[src/rtl/uninasoc_irq_ctrl.sv]
// uninasoc_irq_ctrl
// Platform interrupt controller: synchronises NUM_IRQ asynchronous sources,
// qualifies each as edge or level, masks them, and presents the lowest-index
// pending+enabled line to the core. Software services interrupts through a
// single-outstanding claim/complete handshake on a simple register port.
//
// Register map (byte address, word aligned):
//   0x0 ENABLE   per-line enable mask
//   0x4 MODE     1 = edge (sticky), 0 = level (follows synced input)
//   0x8 PENDING  live pending bits; write 1 clears edge-mode bits
//   0xC CLAIM    read claims the winner (returns id, 0 = none);
//                write the in-service id to complete

module uninasoc_irq_ctrl #(
    parameter int NUM_IRQ     = 3,
    parameter int SYNC_STAGES = 2,
    localparam int ID_WIDTH   = $clog2(NUM_IRQ + 1)
) (
    input  logic                clk_i,
    input  logic                rst_ni,
    input  logic [NUM_IRQ-1:0]  irq_src_i,
    input  logic                reg_req_i,
    input  logic                reg_we_i,
    input  logic [3:0]          reg_addr_i,
    input  logic [31:0]         reg_wdata_i,
    output logic [31:0]         reg_rdata_o,
    output logic                reg_ack_o,
    output logic                irq_o,
    output logic [ID_WIDTH-1:0] irq_id_o
);

    localparam logic [0:0] ST_IDLE    = 1'b0;
    localparam logic [0:0] ST_CLAIMED = 1'b1;

    localparam logic [1:0] SEL_ENABLE  = 2'd0;
    localparam logic [1:0] SEL_MODE    = 2'd1;
    localparam logic [1:0] SEL_PENDING = 2'd2;
    localparam logic [1:0] SEL_CLAIM   = 2'd3;

    // Input path
    logic [NUM_IRQ-1:0] r_sync [SYNC_STAGES];
    logic [NUM_IRQ-1:0] r_s_q;
    logic [NUM_IRQ-1:0] r_rise;
    logic [NUM_IRQ-1:0] w_s;

    // Software-visible state
    logic [NUM_IRQ-1:0]  r_enable;
    logic [NUM_IRQ-1:0]  r_mode;
    logic [NUM_IRQ-1:0]  r_pending;
    logic [0:0]          r_state;
    logic [ID_WIDTH-1:0] r_svc_id;

    // Registered outputs
    logic                r_ack;
    logic [31:0]         r_rdata;
    logic                r_irq;
    logic [ID_WIDTH-1:0] r_irq_id;

    // Decode, arbitration and next-state
    logic                w_aligned;
    logic                w_rd;
    logic                w_wr;
    logic [1:0]          w_sel;
    logic                w_wr_enable;
    logic                w_wr_mode;
    logic                w_wr_pend;
    logic                w_wr_claim;
    logic                w_rd_claim;
    logic [NUM_IRQ-1:0]  w_wdata_bits;
    logic [NUM_IRQ-1:0]  w_cand;
    logic                w_any;
    logic [ID_WIDTH-1:0] w_win_id;
    logic [NUM_IRQ-1:0]  w_win_oh;
    logic [0:0]          w_state_next;
    logic [ID_WIDTH-1:0] w_svc_id_next;
    logic                w_claim_take;
    logic [NUM_IRQ-1:0]  w_mode_chg;
    logic [NUM_IRQ-1:0]  w_clr;
    logic [NUM_IRQ-1:0]  w_pending_next;
    logic [31:0]         w_rdata_next;
    logic                w_unused;

    assign w_s          = r_sync[SYNC_STAGES-1];
    assign w_aligned    = (reg_addr_i[1:0] == 2'b00);
    assign w_rd         = reg_req_i & ~reg_we_i & w_aligned;
    assign w_wr         = reg_req_i &  reg_we_i & w_aligned;
    assign w_sel        = reg_addr_i[3:2];
    assign w_wr_enable  = w_wr && (w_sel == SEL_ENABLE);
    assign w_wr_mode    = w_wr && (w_sel == SEL_MODE);
    assign w_wr_pend    = w_wr && (w_sel == SEL_PENDING);
    assign w_wr_claim   = w_wr && (w_sel == SEL_CLAIM);
    assign w_rd_claim   = w_rd && (w_sel == SEL_CLAIM);
    assign w_wdata_bits = reg_wdata_i[NUM_IRQ-1:0];
    assign w_cand       = r_pending & r_enable;
    assign w_any        = |w_cand;

    // Write-data bits above the implemented lines are intentionally dropped.
    assign w_unused = &{1'b0, reg_wdata_i};

    // Synchroniser chain plus one extra flop and a registered rise pulse.
    // NOTE: synchroniser flops are reset so a reset release never presents stale levels as new edges.
    always_ff @(posedge clk_i or negedge rst_ni) begin
        if (!rst_ni) begin
            for (int j = 0; j < SYNC_STAGES; j++) r_sync[j] <= '0;
            r_s_q  <= '0;
            r_rise <= '0;
        end else begin
            // NOTE: non-blocking assignments make every stage shift by exactly one cycle, independent of statement order.
            r_sync[0] <= irq_src_i;
            for (int j = 1; j < SYNC_STAGES; j++) r_sync[j] <= r_sync[j-1];
            r_s_q  <= w_s;
            r_rise <= w_s & ~r_s_q;
        end
    end

    // Lowest set index of the candidate vector wins.
    always_comb begin
        // NOTE: defaults first so no path through this block leaves a value held (no latch).
        w_win_id = '0;
        w_win_oh = '0;
        for (int i = NUM_IRQ - 1; i >= 0; i--) begin
            if (w_cand[i]) begin
                w_win_id = ID_WIDTH'(i + 1);
                w_win_oh = NUM_IRQ'(1) << i;
            end
        end
    end

    // Claim/complete state machine.
    always_comb begin
        w_state_next  = r_state;
        w_svc_id_next = r_svc_id;
        w_claim_take  = 1'b0;
        case (r_state)
            ST_IDLE: begin
                if (w_rd_claim && w_any) begin
                    w_state_next  = ST_CLAIMED;
                    w_svc_id_next = w_win_id;
                    w_claim_take  = 1'b1;
                end
            end
            ST_CLAIMED: begin
                if (w_wr_claim && (reg_wdata_i[ID_WIDTH-1:0] == r_svc_id)) begin
                    w_state_next = ST_IDLE;
                end
            end
            default: w_state_next = ST_IDLE;
        endcase
    end

    // Pending update: mode change clears, edge bits are sticky with set winning, level bits follow the input.
    always_comb begin
        w_mode_chg = w_wr_mode ? (w_wdata_bits ^ r_mode) : '0;
        w_clr      = (w_wr_pend ? w_wdata_bits : '0) | (w_claim_take ? w_win_oh : '0);
        w_pending_next = ~w_mode_chg
                       & ((r_mode & ((r_pending & ~w_clr) | r_rise)) | (~r_mode & w_s));
    end

    // Read data selection; only aligned reads return data.
    always_comb begin
        w_rdata_next = '0;
        if (w_rd) begin
            case (w_sel)
                SEL_ENABLE:  w_rdata_next = 32'(r_enable);
                SEL_MODE:    w_rdata_next = 32'(r_mode);
                SEL_PENDING: w_rdata_next = 32'(r_pending);
                SEL_CLAIM:   w_rdata_next = w_claim_take ? 32'(w_win_id) : '0;
                default:     w_rdata_next = '0;
            endcase
        end
    end

    // Control/status registers and claim state.
    always_ff @(posedge clk_i or negedge rst_ni) begin
        if (!rst_ni) begin
            r_enable  <= '0;
            r_mode    <= '0;
            r_pending <= '0;
            r_state   <= ST_IDLE;
            r_svc_id  <= '0;
        end else begin
            if (w_wr_enable) r_enable <= w_wdata_bits;
            if (w_wr_mode)   r_mode   <= w_wdata_bits;
            r_pending <= w_pending_next;
            r_state   <= w_state_next;
            r_svc_id  <= w_svc_id_next;
        end
    end

    // Registered register-port response and interrupt outputs.
    always_ff @(posedge clk_i or negedge rst_ni) begin
        if (!rst_ni) begin
            r_ack    <= 1'b0;
            r_rdata  <= '0;
            r_irq    <= 1'b0;
            r_irq_id <= '0;
        end else begin
            r_ack    <= reg_req_i;
            r_rdata  <= w_rdata_next;
            r_irq    <= w_any && (w_state_next == ST_IDLE);
            r_irq_id <= (w_state_next == ST_CLAIMED) ? w_svc_id_next
                                                     : (w_any ? w_win_id : '0);
        end
    end

    assign reg_ack_o   = r_ack;
    assign reg_rdata_o = r_rdata;
    assign irq_o       = r_irq;
    assign irq_id_o    = r_irq_id;

endmodule

[config.mk]
export PLATFORM = sky130hd
export DESIGN_NAME = uninasoc_irq_ctrl
export DESIGN_NICKNAME = d
export VERILOG_FILES = /design/src/rtl/uninasoc_irq_ctrl.sv
export SDC_FILE = /design/constraint.sdc
export NUM_CORES = 1
export LEC_CHECK = 0
export BUFFER_PORTS_ARGS = -buffer_cell sky130_fd_sc_hd__clkbuf_2
export CAP_MARGIN = 20
export CORE_AREA = 4 4 64 66
export DETAILED_ROUTE_END_ITERATION = 12
export DIE_AREA = 0 0 68 70
export PLACE_DENSITY_LB_ADDON = 0.08
export SYNTH_ARGS = -nofsm -noshare
export SYNTH_HDL_FRONTEND = slang
export SYNTH_SLANG_ARGS = --single-unit
[constraint.sdc]
create_clock -name clk_i -period 1.6 [get_ports clk_i]
set_input_delay 0.32 -clock clk_i [delete_from_list [all_inputs] [get_ports clk_i]]
set_output_delay 0.32 -clock clk_i [all_outputs]
set_load 0.05 [all_outputs]
==> out/metrics.yaml, run 1 <==
status: "finished clean"
cts_tree: "built"
synth_top_family_by_area: "buffers and inverters"
synth_commonest_cells: "31 x dfrtp_1, 30 x buf_4, 12 x nand2_1"
grt_pass1_wl_um: 4547
fin_util: 0.4864
vias: 1062
required_ns: 1.81
synth_area_um2: 1558
post_cts_resize_count: 0
sw_frac_of_total: 0.3636
fillers: 339
crit_family: "simple AND/OR/NAND/NOR gates"
gr-total-overflow: 0
hold_class: "input pin to flip-flop"
start_util: 0.4353
finalPower_mw: 2.070
vdd_ir_drop_max_uv: 447.5
synth-simple-area-share: 0.1574
p_clk_frac: 0.248
regArea_um2: 775.7
cp-start-kind: "flip-flop"
cp_num_buf_inv: 1
criticalPathCategory: "flip-flop to flip-flop"
ctsLongestPathBuffers: 2
synth_area_leaders: "dfrtp_1 50%, buf_4 14%, mux2_2 4.3%"
via_per_inst: 4.741
worstSetupEndpointType: "flip-flop"
finalCritPeriodShare: 0.8727
rsz0062_at_grt: "false"
crit_chain: "and3b_1 > nand2_1 > buf_4 > o22a_1"
area_delta_synth_final_pct: 11.73
cts_htree_levels: 2
first_global_vias: 955
clk_latency_ns: 0.33
cts_sinks: 31
postRouteAntennaNets: 0
clock.fmax_ghz: 0.7162
synth_top_area_cell: "dfrtp_1"
r2r_slack_ns: 0.20
final.min_clock_period_ns: 1.396
setup_viol: 0
ys_seq_area_frac: 0.4980
clkTransAtPathRegs_ns: 0.09
power.switching_uw: 752.9
drv_cap: 0
drt_wl_total_um: 2856
slowest_stage: "dfrtp_1"
slowest_delay_ns: 0.44
finalClockSkew_ns: 0.01610
root_buffer: "clkbuf_4"
synthFlopType: "dfrtp_1"
drc: 0
avgSynthCellArea_um2: 10.89
pwr-share-seq: 0.470
cts_setup_buffers: 0
grt_util_all_layers: 0.1276
synthMuxAreaShare: 0.06586
die_y_um: 70
critPathMaxFanout: 5
yosysTopAreaCellShare: 0.4980
die_area_um2: 4760
drt_iter0_markers: 26
synthAdderAreaFrac: 0
hpwl_um: 2171
ios: 79
multi_input_area_um2: 634.4
antenna_found_initial: 0
leakage_nw: 0.8532
diodes: 0
grt_max_degree: 17
yosysUniqueCellTypes: 39
power.internal_mw: 1.318
drive_above_1_share: 0.2614
final_max_slew_viol_count: 0
ys_ff_latch: 31
coreArea_um2: 3578
crit_arrival_ns: 1.60
combPwrFrac: 0.282
synth_edf_count: 0
synth_compound_area_frac: 0.1028
gp_congestion: 0.7900
io_buffers: 20
powerDensity_nw_per_um2: 1190
synthXorXnorAreaFrac: 0.01124
tns_ns: 0
cts_buffers: 5
syn-instance-count: 143
rows: 22
dr.pass1.iters: 4
wl_per_cell_um: 12.75
hold_viol_final: 0
async_flop_share: 1.000
hold_buffers: 1
ys_warn_count: 0
die_w_um: 68
yosysMostFrequentCell: "dfrtp_1"
nets: 218
## placed cells by master, fill, tap and decap left out, drive strengths merged, types with 3 or more instances in the layout
cell and instances:
mux2 7, nand2 13, nor4bb 3, buf 8, a31oi 3, nand3 5
o21ai 5, nor2b 5, conb 29, nor2 4, dfrtp 31, inv 5
clkbuf 28
## worst paths after layout
kind,startpoint,endpoint,cells past startpoint
hold / removal,irq_src_i[1],r_sync[4],1
min in group asynchronous,rst_ni,reg_rdata_o[2],2
setup / recovery,r_state,r_svc_id[1],4
max in group asynchronous,rst_ni,r_svc_id[1],3
hold reg to reg,r_sync[5],w_s[2],0
setup reg to reg,r_state,r_svc_id[1],4
## power by group through the flow
| stage | combinational, mW | sequential [mW] | clock [mW] |
|---|---|---|---|
| 2_1_floorplan | 0.405 | 1.07 | 0 |
| 3_3_place_gp | 0.579 | 0.984 | 0 |
| 3_5_place_dp | 0.579 | 0.987 | 0 |
| 4_1_cts | 0.584 | 0.971 | 0.534 |
| 5_1_grt | 0.629 | 0.984 | 0.581 |
| 6_report | 0.584 | 0.973 | 0.514 |
## flip-flops by register name, summed over array words and instances (netlist names)
signal	count
r_state	1
r_enable	3
reg_rdata_o	3
reg_ack_o	1
r_sync	3
r_pending	3
r_svc_id	2
r_s_q	3
w_s	3
irq_o	1
irq_id_o	2
r_rise	3
r_mode	3
## cell families after synthesis
| kind of cell | after synthesis |
|---|---|
| AND/OR/NAND/NOR | 41 |
| buffers and inverters | 37 |
| flip-flops | 31 |
| AO/OA/AOI/OAI | 22 |
| multiplexers | 9 |
| XOR/XNOR | 2 |
| other | 1 |
## metrics by stage
step / hold slack (ns) / worst slack (ns) / instance area, µm² / cells
after detailed placement: 0.2775 / 0.02137 / 1662 / 215
after CTS: 0.08124 / 0.1984 / 1740 / 224
after floorplan: 0.02441 / 0.1852 / 1663 / 171
after global routing: 0.06426 / 0.1412 / 1740 / 224
final: 0.1007 / 0.2036 / 1740 / 224
after global placement: 0.2704 / 0.02068 / 1662 / 215
## layer usage
layer | share of wire | wire (µm) | vias up | track usage
li1 | - | - | 506 | -
met1 | 0.43 | 1226 | 503 | 0.1638
met2 | 0.48 | 1375 | 51 | 0.1884
met3 | 0.082 | 234 | 2 | 0.05305
met4 | 0.0074 | 21 | 0 | 0.04857
met5 | 0 | 0 | - | 0
## final cells by class
class	count	share of cell area
flip-flops and latches	31	0.4457
multi-input cells	103	0.3645
repair buffers	29	0.1050
clock buffers	8	0.03954
well taps	48	0.03451
inverters	5	0.01078
(Power assumes the default switching activity.)
==> run 2: changes to the inputs <==
Settings changed: CORE_AREA 4 4 64 66 to 4 4 63 65, CTS_BUF_LIST set to sky130_fd_sc_hd__clkbuf_4, DIE_AREA 0 0 68 70 to 0 0 67 69.
Clock period 1.6 ns to 1.3 ns, I/O delays scaled along.
==> run 2 against run 1 <==
Against the previous run:
- global-route usage increased by 0.85 points
- worst hold slack got worse by 0.072 ns
- cell count increased by 5.8%
- clock power increased by 4%
- sequential power increased by 22%
- largest cell class unchanged
- highest routed layer unchanged
==> out/metrics.yaml, run 2 (synthesized netlist as in run 1, its figures left out) <==
r2r-end: "irq_id_o[1]"
final_max_slew_viol_count: 0
die_area_um2: 4623
vias: 1123
slowest_stage: "dfrtp_1"
hold_class: "input pin to flip-flop"
area_delta_synth_final_pct: 18.96
die_y_um: 69
final.min_clock_period_ns: 1.275
whs_ns: 0.02892
slowest_delay_ns: 0.42
coreArea_um2: 3337
powerDensity_nw_per_um2: 1375
required_ns: 1.53
wl_per_cell_um: 12.70
clkTransAtPathRegs_ns: 0.10
cts_buffers: 5
vdd_ir_drop_max_uv: 670.5
hold_viol_final: 0
cts_htree_levels: 2
drt_iter0_markers: 41
holdPathStages: 1
setup_viol: 0
clock.fmax_ghz: 0.7844
grt_pass1_wl_um: 4816
via_per_inst: 4.738
postRouteAntennaNets: 0
hpwl_um: 2213
r2r_slack_ns: 0.03
rows: 21
antenna_found_initial: 0
first_global_vias: 1043
fin_util: 0.5553
io_buffers: 20
drive_above_1_share: 0.3403
dr.pass1.iters: 4
whs_endpoint: "r_sync[5]"
die_w_um: 67
mostFrequentLayoutCells: "31 x dfrtp_1, 29 x conb_1, 21 x buf_4"
crit_chain: "xnor2_1 > nand3_1 > o21ai_4 > mux2_4"
gp_congestion: 0.8076
fin_ws_ns: 0.02519
worstSetupEndpointType: "flip-flop"
grt_util_all_layers: 0.1362
hold_start: "irq_src_i[2]"
ios: 79
grt_max_degree: 32
root_buffer: "clkbuf_4"
status: "finished clean"
finalClockSkew_ns: 0.01451
final_common_cell: "dfrtp_1"
post-place-ws_ns: -0.1910
cts_sinks: 31
ctsLongestPathBuffers: 2
criticalPathCategory: "flip-flop to flip-flop"
clk_latency_ns: 0.33
fillers: 309
cts_tree: "built"
drv_cap: 0
cp-start-kind: "flip-flop"
crit_arrival_ns: 1.51
drt_wl_total_um: 3011
reg2reg_from: "r_svc_id[0]"
r2r_cells: 4
diodes: 0
gr-total-overflow: 0
drc: 0
critPathMaxFanout: 2
start_util: 0.4668
leakage_nw: 0.9219
rsz0062_at_grt: "true"
nets: 233
finalCritPeriodShare: 0.9806
crit_start: "r_svc_id[0]"
## run 2: worst max path at each step
| stage | end | slack [ns] |
|---|---|---|
| 2_1_floorplan | irq_id_o[1] | -0.02 |
| 3_3_place_gp | r_pending[1] | -0.18 |
| 3_5_place_dp | irq_id_o[1] | -0.19 |
| 4_1_cts | irq_id_o[1] | 0.01 |
| 5_1_grt | irq_id_o[1] | -0.02 |
| 6_report | irq_id_o[1] | 0.03 |
## run 2: cell type report
| cell class | instances | area, µm² | area share |
|---|---|---|---|
| flip-flops and latches | 31 | 775.7 | 0.4186 |
| well taps | 46 | 57.56 | 0.03106 |
| clock inverters | 3 | 15.01 | 0.008103 |
| clock buffers | 5 | 37.54 | 0.02026 |
| inverters | 5 | 18.77 | 0.01013 |
| repair buffers | 44 | 290.3 | 0.1567 |
| multi-input cells | 103 | 658.1 | 0.3552 |
## run 2: what timing repair did
| action | in CTS | in global routing |
|---|---|---|
| buffers inserted | 0 | 1 |
| setup endpoints to repair | 4 | 6 |
| hold endpoints to repair | 31 | 0 |
| hold buffers | 1 | 0 |
| resized for setup | 1 | 7 |
| pin swaps | 2 | 4 |
## run 2: where the power goes
part	total, mW	leakage (nW)	internal, mW	switching (mW)
Combinational	0.828	0.513	0.284	0.544
Sequential	1.19	0.383	1.09	0.0986
Clock	0.532	0.0263	0.198	0.334
Total	2.55	0.922	1.57	0.976
## run 2: worst max-delay path, delay by kind of cell (launching register included)
kind	cells	cell delay [ns]
DFF	1	0.42
muxes	1	0.30
AOI/OAI and AO/OA	1	0.16
and+or+nand+nor	1	0.13
xor gates and xnor gates	1	0.16
## run 2: routing by layer
| metal | part of all wire | up-vias | GRT usage | wire [µm] |
|---|---|---|---|---|
| li1 | - | 535 | - | - |
| met1 | 0.39 | 540 | 0.1670 | 1184 |
| met2 | 0.51 | 41 | 0.2194 | 1548 |
| met3 | 0.079 | 7 | 0.05032 | 238 |
| met4 | 0.013 | 0 | 0.04054 | 38 |
| met5 | 0 | - | 0 | 0 |
## run 2: per-stage QoR
stage,cells,power (mW),area [µm²],setup TNS [ns]
2_1_floorplan,171,1.819,1668,-0.02035
3_3_place_gp,227,1.994,1757,-1.480
3_5_place_dp,227,2.003,1757,-1.687
4_1_cts,236,2.541,1821,0
5_1_grt,237,2.691,1853,-0.03363
6_report,237,2.548,1853,0
==> run 3: changes to the inputs <==
Settings changed: CORE_AREA 4 4 63 65 to 4 4 61 63, DIE_AREA 0 0 67 69 to 0 0 65 67.
Clock period 1.3 ns to 1.5 ns, I/O delays scaled along.
==> run 3 against run 2 <==
Against the previous run:
- final area fell by 3.4%
- core utilization down 0.13 points
- register-to-register slack improved by 0.14 ns
- global-route usage rose by 0.44 points
- sequential share of layout area is 1.5 points higher
- sequential power down 13%
==> out/metrics.yaml, run 3 (synthesized netlist as in run 1, its figures left out) <==
final_max_slew_viol_count: 0
coreArea_um2: 3232
root_buffer: "clkbuf_4"
combPwrFrac: 0.280
slowest_stage: "dfrtp_1"
finalCritPeriodShare: 0.8914
post_cts_resize_count: 0
die_y_um: 67
cp_num_buf_inv: 0
vdd_ir_drop_max_uv: 626.9
fillers: 314
dr.pass1.iters: 4
first_global_vias: 1021
hold_buffers: 1
drv_cap: 0
hold_viol_final: 0
antenna_found_initial: 0
clock.fmax_ghz: 0.7479
via_per_inst: 4.754
diodes: 0
area_delta_synth_final_pct: 14.94
wl_per_cell_um: 12.20
critPathMaxFanout: 5
cts_buffers: 5
cts_htree_levels: 2
cts_tree: "built"
grt_pass1_wl_um: 4588
gp_congestion: 0.8095
crit_chain: "a22oi_1 > a21oi_1 > a221oi_1 > nor2_1"
ios: 79
holdPathStages: 1
crit_family: "compound AO/OA/AOI/OAI gates"
gr-total-overflow: 0
grt_max_degree: 16
cts_sinks: 31
rows: 21
hold_class: "input pin to flip-flop"
start_util: 0.4820
io_buffers: 20
slowest_delay_ns: 0.45
power.switching_uw: 818.0
clkTransAtPathRegs_ns: 0.10
status: "finished clean"
pwr-share-seq: 0.448
nets: 224
clk_latency_ns: 0.33
setup_viol: 0
final.min_clock_period_ns: 1.337
r2r_cells: 4
vias: 1084
tns_ns: 0
grt_util_all_layers: 0.1405
p_clk_frac: 0.273
power.internal_mw: 1.488
leakage_nw: 0.8875
sw_frac_of_total: 0.3547
die_w_um: 65
finalClockSkew_ns: 0.01329
finalPower_mw: 2.306
drt_wl_total_um: 2781
die_area_um2: 4355
ctsLongestPathBuffers: 2
crit_cells: 4
hpwl_um: 2184
criticalPathCategory: "flip-flop to flip-flop"
cp-start-kind: "flip-flop"
drc: 0
crit_arrival_ns: 1.56
cts_setup_buffers: 0
powerDensity_nw_per_um2: 1288
drt_iter0_markers: 54
rsz0062_at_grt: "false"
mostFrequentLayoutCells: "31 x dfrtp_1, 29 x conb_1, 20 x clkbuf_2"
drive_above_1_share: 0.2857
postRouteAntennaNets: 0
final_common_cell: "dfrtp_1"
required_ns: 1.72
worstSetupEndpointType: "flip-flop"
==> run 3: stage by stage <==
stage / instance area (µm²) / utilization / hold slack (ns) / instances / setup WS [ns]
6_report: 1790 / 0.5540 / 0.06882 / 228 / 0.1629
5_1_grt: 1790 / 0.5540 / 0.04963 / 228 / 0.06187
4_1_cts: 1790 / 0.5540 / 0.05755 / 228 / 0.1593
3_5_place_dp: 1704 / 0.5273 / 0.1695 / 219 / -0.02681
3_3_place_gp: 1704 / 0.5273 / 0.1675 / 219 / -0.02269
2_1_floorplan: 1663 / - / 0.004409 / 171 / 0.1052
==> run 3: worst reg2reg max path, cell delays in order, from the launching register on <==
cell and delay [ns]:
dfrtp_1 0.45, a22oi_1 0.31, a21oi_1 0.11, a221oi_1 0.27, nor2_1 0.08
==> run 3: metal layers <==
layer | routed length [µm] | track usage
met5 | 0 | 0
met4 | 39 | 0.04749
met3 | 190 | 0.05059
met2 | 1375 | 0.2337
met1 | 1175 | 0.1679
==> run 3: power groups by stage <==
| stage | clock network (mW) | logic (mW) | registers (mW) |
|---|---|---|---|
| CTS | 0.646 | 0.647 | 1.03 |
| finish | 0.629 | 0.645 | 1.03 |
| global route | 0.694 | 0.694 | 1.05 |
| global placement | 0 | 0.640 | 1.04 |
| detailed placement | 0 | 0.643 | 1.05 |
| floorplan | 0 | 0.432 | 1.14 |
==> run 3: worst paths after layout <==
path | start | to | slack [ns]
worst min-delay path | irq_src_i[0] | r_sync[3] | 0.07
max in group asynchronous | rst_ni | r_pending[1] | 0.75
min in group asynchronous | rst_ni | reg_rdata_o[2] | 0.35
worst max register to register | r_enable[2] | reg_rdata_o[1] | 0.16
worst min register to register | r_sync[4] | w_s[1] | 0.36
worst max-delay path | r_enable[2] | reg_rdata_o[1] | 0.16
==> run 3: area by class of cell <==
| class | count | area, µm² | area share |
|---|---|---|---|
| clock inverter | 3 | 38.79 | 0.02166 |
| inverter | 5 | 18.77 | 0.01048 |
| sequential | 31 | 775.7 | 0.4333 |
| timing repair buffer | 35 | 227.7 | 0.1272 |
| clock buffer | 5 | 37.54 | 0.02096 |
| multi-input combinational | 103 | 634.4 | 0.3543 |
| tap | 46 | 57.56 | 0.03215 |
